`src/rtl/stream_popr_if.sv`:
```
// Handshake and data bundle for stream_popr: start/result handshakes plus input and output streams.
// The slave modport is the popr block itself; the master modport is whatever drives it.
interface stream_popr_if #(
  parameter int N = 8
);
  logic         in_valid;
  logic         in_ready;
  logic         out_valid;
  logic         out_ready;
  logic [N-1:0] dOut;
  logic [N-1:0] sIn;
  logic         sIn_valid;
  logic         sIn_ready;
  logic [N-1:0] sOut;
  logic         sOut_valid;
  logic         sOut_ready;

  modport master (
    output in_valid, out_ready, sIn, sIn_valid, sOut_ready,
    input  in_ready, out_valid, dOut, sIn_ready, sOut, sOut_valid
  );

  modport slave (
    input  in_valid, out_ready, sIn, sIn_valid, sOut_ready,
    output in_ready, out_valid, dOut, sIn_ready, sOut, sOut_valid
  );
endinterface

```
`src/rtl/stream_popr.sv`:
```
// Pops the first element of sIn after each start into dOut and forwards the rest to sOut.
// Define POPR_SKID_EN for a 2-entry tail skid buffer with registered sIn_ready; default is 1 entry.
module stream_popr #(
  parameter int N = 8
) (
  input  logic          clk,
  input  logic          nrst,
  stream_popr_if.slave  bus
);

  typedef enum logic [1:0] {IDLE, HEAD, PASS} state_t;

  state_t       state, state_nx;
  logic         in_ready_q, in_ready_nx;
  logic         out_valid_q, out_valid_nx;
  logic [N-1:0] dout_q, dout_nx;
  logic [N-1:0] sout_q, sout_nx;
  logic         sout_valid_q, sout_valid_nx;
  logic         sin_ready;
  logic         start, accept, pop, push, capture;

`ifdef POPR_SKID_EN
  logic [N-1:0] skid_q, skid_nx;
  logic         skid_valid_q, skid_valid_nx;
  logic         sin_ready_q, sin_ready_nx;

  assign sin_ready = sin_ready_q;
`else
  // Single slot: it can take a new element whenever it is empty or draining this cycle.
  assign sin_ready = (state == HEAD) || ((state == PASS) && (!sout_valid_q || bus.sOut_ready));
`endif

  assign start   = bus.in_valid & in_ready_q;
  assign accept  = bus.sIn_valid & sin_ready;
  assign pop     = sout_valid_q & bus.sOut_ready;
  assign push    = accept && (state == PASS);
  assign capture = accept && (state == HEAD);

  // NOTE: every variable gets its default first so the block stays purely combinational.
  always_comb begin
    state_nx = state;
    case (state)
      IDLE:    if (start)   state_nx = HEAD;
      HEAD:    if (capture) state_nx = PASS;
      PASS:    if (start)   state_nx = HEAD;
      default:              state_nx = IDLE;
    endcase

    out_valid_nx = out_valid_q;
    if (capture)                         out_valid_nx = 1'b1;
    else if (out_valid_q && bus.out_ready) out_valid_nx = 1'b0;
    dout_nx = capture ? bus.sIn : dout_q;

    sout_nx       = sout_q;
    sout_valid_nx = sout_valid_q;
`ifdef POPR_SKID_EN
    skid_nx       = skid_q;
    skid_valid_nx = skid_valid_q;
    // The output register refills from the skid slot first so ordering is preserved.
    if (!sout_valid_q || pop) begin
      if (skid_valid_q) begin
        sout_nx       = skid_q;
        sout_valid_nx = 1'b1;
        skid_valid_nx = push;
        if (push) skid_nx = bus.sIn;
      end else begin
        sout_valid_nx = push;
        if (push) sout_nx = bus.sIn;
      end
    end else if (push) begin
      skid_nx       = bus.sIn;
      skid_valid_nx = 1'b1;
    end
    sin_ready_nx = (state_nx == HEAD) || ((state_nx == PASS) && !skid_valid_nx);
`else
    if (push) begin
      sout_nx       = bus.sIn;
      sout_valid_nx = 1'b1;
    end else if (pop) begin
      sout_valid_nx = 1'b0;
    end
`endif

    // A restart is only offered once the tail is drained and the previous head delivered.
    in_ready_nx = (state_nx == IDLE) ||
                  ((state_nx == PASS) && !sout_valid_nx && !out_valid_nx);
  end

  // NOTE: sequential state uses non-blocking assignments only, so all registers update together.
  always_ff @(posedge clk or negedge nrst) begin
    if (!nrst) begin
      state        <= IDLE;
      in_ready_q   <= 1'b0;
      out_valid_q  <= 1'b0;
      dout_q       <= '0;
      sout_q       <= '0;
      sout_valid_q <= 1'b0;
`ifdef POPR_SKID_EN
      // NOTE: buffered data is cleared too, so no stale element can leak out after reset.
      skid_q       <= '0;
      skid_valid_q <= 1'b0;
      sin_ready_q  <= 1'b0;
`endif
    end else begin
      state        <= state_nx;
      in_ready_q   <= in_ready_nx;
      out_valid_q  <= out_valid_nx;
      dout_q       <= dout_nx;
      sout_q       <= sout_nx;
      sout_valid_q <= sout_valid_nx;
`ifdef POPR_SKID_EN
      skid_q       <= skid_nx;
      skid_valid_q <= skid_valid_nx;
      sin_ready_q  <= sin_ready_nx;
`endif
    end
  end

  assign bus.in_ready   = in_ready_q;
  assign bus.out_valid  = out_valid_q;
  assign bus.dOut       = dout_q;
  assign bus.sIn_ready  = sin_ready;
  assign bus.sOut       = sout_q;
  assign bus.sOut_valid = sout_valid_q;

endmodule

```
`src/flat_wrapper.sv`:
```
// flat-port wrapper written by rule: the top's interface ports become plain ports
module stream_popr_flat 
#(
  parameter int N = 8
)
  (clk, nrst, bus_in_valid, bus_out_ready, bus_sIn, bus_sIn_valid, bus_sOut_ready, bus_in_ready, bus_out_valid, bus_dOut, bus_sIn_ready, bus_sOut, bus_sOut_valid);
  stream_popr_if #(.N(N)) bus_i ();
  input  logic clk;
  input  logic nrst;
  input wire logic [$bits(bus_i.in_valid)-1:0] bus_in_valid;
  input wire logic [$bits(bus_i.out_ready)-1:0] bus_out_ready;
  input wire logic [$bits(bus_i.sIn)-1:0] bus_sIn;
  input wire logic [$bits(bus_i.sIn_valid)-1:0] bus_sIn_valid;
  input wire logic [$bits(bus_i.sOut_ready)-1:0] bus_sOut_ready;
  output wire logic [$bits(bus_i.in_ready)-1:0] bus_in_ready;
  output wire logic [$bits(bus_i.out_valid)-1:0] bus_out_valid;
  output wire logic [$bits(bus_i.dOut)-1:0] bus_dOut;
  output wire logic [$bits(bus_i.sIn_ready)-1:0] bus_sIn_ready;
  output wire logic [$bits(bus_i.sOut)-1:0] bus_sOut;
  output wire logic [$bits(bus_i.sOut_valid)-1:0] bus_sOut_valid;
  assign bus_i.in_valid = bus_in_valid;
  assign bus_i.out_ready = bus_out_ready;
  assign bus_i.sIn = bus_sIn;
  assign bus_i.sIn_valid = bus_sIn_valid;
  assign bus_i.sOut_ready = bus_sOut_ready;
  assign bus_in_ready = bus_i.in_ready;
  assign bus_out_valid = bus_i.out_valid;
  assign bus_dOut = bus_i.dOut;
  assign bus_sIn_ready = bus_i.sIn_ready;
  assign bus_sOut = bus_i.sOut;
  assign bus_sOut_valid = bus_i.sOut_valid;
  stream_popr #(.N(N)) u_core (.clk(clk), .nrst(nrst), .bus(bus_i));
endmodule
```
`config.mk`:
```
export PLATFORM = sky130hd
export DESIGN_NAME = stream_popr_flat
export DESIGN_NICKNAME = d
export VERILOG_FILES = /design/src/rtl/stream_popr_if.sv /design/src/rtl/stream_popr.sv /design/src/flat_wrapper.sv
export SDC_FILE = /design/constraint.sdc
export NUM_CORES = 1
export LEC_CHECK = 0
export BUFFER_PORTS_ARGS = -buffer_cell sky130_fd_sc_hd__buf_2
export CORE_ASPECT_RATIO = 1.4
export CORE_MARGIN = 3
export CORE_UTILIZATION = 40
export CTS_BUF_LIST = sky130_fd_sc_hd__clkbuf_8
export CTS_CLUSTER_SIZE = 24
export DETAILED_ROUTE_END_ITERATION = 10
export HOLD_SLACK_MARGIN = 0.1
export PLACE_DENSITY = 0.74
export SLEW_MARGIN = 25
export SYNTH_ARGS = -nofsm -noshare
export SYNTH_HDL_FRONTEND = slang
export SYNTH_SLANG_ARGS = --single-unit
```
`constraint.sdc`:
```
create_clock -name clk -period 3.3 [get_ports clk]
set_input_delay 0.33 -clock clk [delete_from_list [all_inputs] [get_ports clk]]
set_output_delay 0.33 -clock clk [all_outputs]
set_load 0.02 [all_outputs]
```
==> results.txt <==
Top delay family on crit path -> simple AND/OR/NAND/NOR gates
Top cells by area, synth -> dfrtp_1, mux2_4, mux2_2
CP Launch Type -> flip-flop
Buffers on Ports -> 33
Crit-path cells -> and2b_1 -> nand2_1 -> nand2_1 -> buf_2
First drt pass iteration count -> 3
Layout Nets -> 108
Ant diodes -> 0
Avg Cell Area, Syn -> 15.2 sq um
Sequential element share of the synthesized area -> 0.619
Final antenna-violating net count -> 0
DIE AREA -> 2720 sq um
Post-Route WL -> 1600 um
Vias/cell -> 4.89
Fraction of layout cells with a size suffix above 1 -> 0.581
Yosys top cell area share -> 0.619
Buffers & Inverters on Critical Path -> 1
Synth Instances -> 56
Syn Std Cell Area -> 850 sq um
Top cell type by total area after synthesis -> dfrtp_1
Top cell by count, worst path -> nand2_1
Period utilisation layout -> 0.481
Sink Count -> 21
Status -> complete, no violations
Type of the worst setup path -> flip-flop to primary output
Unrepaired setup endpoints after global routing -> false
Final Hold Vio Count -> 0
Max-slew violation count -> 0
Post-synth ARST share -> 1.00
Period minus WS final -> 1.59 ns
Synth warnings -> 0
Global-route wire length before repair -> 2540 um
TritonCTS clock tree -> done
Initial antenna violation count -> 0
Final setup fails -> 0
Pwr Density -> 1060 nW/um^2
MaxCap Viol Count -> 0
Lkg Pwr -> 0.580 nW
Setup TNS -> 0 ns
Top_reg_cell synth -> dfrtp_1
Grt total ovfl -> 0
Die X-Extent -> 45.0 um
H-tree Lvls -> 1
Via count -> 557
Routed length per instance -> 14.0 um
Fill cells -> 173
Syn nets -> 70
Max IR drop VDD -> 0.000464 V
Count leader, synth -> dfrtp_1
Required time of the critical path -> 2.97 ns
Num ports -> 34
Row Count -> 19
Total CTS buffers -> 3
Clk_skew -> 0.00741 ns
Post-synth top cells -> dfrtp_1, mux2_2, mux2_4
Worst hold slack -> 0.273 ns
Overall Global Routing Usage -> 0.129
Worst-path clk slew -> 0.08 ns
Fmax -> 630 MHz
Clock root cell -> clkbuf_8
CP Max Fanout -> 4
Skew-Pair Late Insertion Delay -> 0.26 ns
Worst path max stage delay -> 0.41 ns
Number of global-route vias before repair -> 576
Slew HR -> 0.635
Dpl cell area -> 1030 sq um
1st-iter DRT viols -> 3
Die height -> 60.5 um
Synth unique cells -> 15
Min-Delay Path Class -> input port to flip-flop
Post-synth EDFFs -> 0
Routability congestion estimate from global placement -> 0.831
Final Cell Area -> 1080 sq um
Core Footprint -> 2000 sq um
Residual DRC -> 0
Synthesized flop and latch total -> 21
Tightest Pin Transition -> 0.548 ns
Worst Setup End Kind -> primary output
Crit-path slowest cell -> dfrtp_1
Largest buffer count on any clock path -> 2
Starting density of the core -> 0.425
Worst EP arrival -> 1.26 ns
Area growth from synthesis to layout -> 27.7%
HPWL after DPL -> 1140 um
Largest net degree at the start of global routing -> 22
[flip-flops by register name, summed over array words and instances (netlist names)]
register and count:
u_core.bus.dOut 8, u_core.bus.out_valid 1, u_core.bus.sOut_valid 1, u_core.bus.in_ready 1, u_core.bus.sOut 8, u_core.state 2
[layer usage]
metal,vias to the layer above,GRT usage,wire (um)
met3,2,0.0326,74
met5,-,0,0
li1,268,-,-
met1,273,0.154,676
met4,0,0.0753,27
met2,14,0.209,818
[area by class of cell]
type / instances / area [sq um] / share of cell area
Sequential cell: 21 / 526 / 0.484
Multi-Input combinational cell: 32 / 305 / 0.281
Timing Repair Buffer: 34 / 175 / 0.161
Clock buffer: 3 / 41.3 / 0.0381
Tap cell: 21 / 26.3 / 0.0242
Inverter: 2 / 7.51 / 0.00692
Clock inverter: 1 / 3.75 / 0.00346
[worst register-to-register path: stages, from the launching register on]
cell      delay [ns]
dfrtp_1         0.41
nand2b_1        0.13
or2_1           0.47
mux2_4          0.35
[worst paths after layout]
kind	start	endpoint	slack (ns)	depth (start not counted)
hold reg to reg	u_core.bus.sOut[4]	u_core.bus.sOut[4]	0.50	1
setup reg to reg	u_core.state[0]	u_core.bus.dOut[6]	1.82	3
max in group asynchronous	nrst	u_core.bus.sOut_valid	2.42	2
setup / recovery	u_core.state[0]	bus_sIn_ready	1.71	4
min in group asynchronous	nrst	u_core.state[1]	0.56	2
hold / removal	bus_out_ready	u_core.bus.out_valid	0.27	2
[report_power, final]
group / total [W] / internal, W / switching [W]
Combinational: 0.000545 / 0.000244 / 0.000301
Clock: 0.000164 / 0.0000828 / 0.0000815
Sequential: 0.000446 / 0.000385 / 0.0000606
Total: 0.00116 / 0.000712 / 0.000443
[cell families (layout without fill, tap and decap cells)]
kind of cell	after synthesis	count (layout)	synth area share
muxes	16	16	0.247
DFF	21	21	0.619
buffers and inverters	3	40	0.0221
and+or+nand+nor	11	11	0.0781
AOI/OAI and AO/OA	5	5	0.0339
[layout by cell type (no fill, tap or decap), types with 2 or more instances in the layout]
master    synthesis  routed
buf_2             0      33
clkbuf_8          0       3
dfrtp_1          21      21
inv_1             1       2
mux2_2            8       8
mux2_4            8       8
nand2_1           6       6
nand2b_1          2       2
o21ai_0           2       2
[repair_timing]
item                                   4_1_cts  5_1_grt
hold buffers                                 1        0
gates resized for setup                      0        0
setup endpoints to repair                    0        0
endpoints found under the hold margin       21        0
setup buffers                                0        0
[stage by stage]
step | setup slack, ns | cells | total power, W | util
after floorplan | 2.02 | 56 | 0.000831 | -
after global placement | 1.87 | 109 | 0.000989 | 0.516
after detailed placement | 1.84 | 109 | 0.00100 | 0.516
after CTS | 1.71 | 114 | 0.00117 | 0.543
after global routing | 1.65 | 114 | 0.00123 | 0.543
final | 1.71 | 114 | 0.00116 | 0.543
Power figures use the tool's default switching activity.
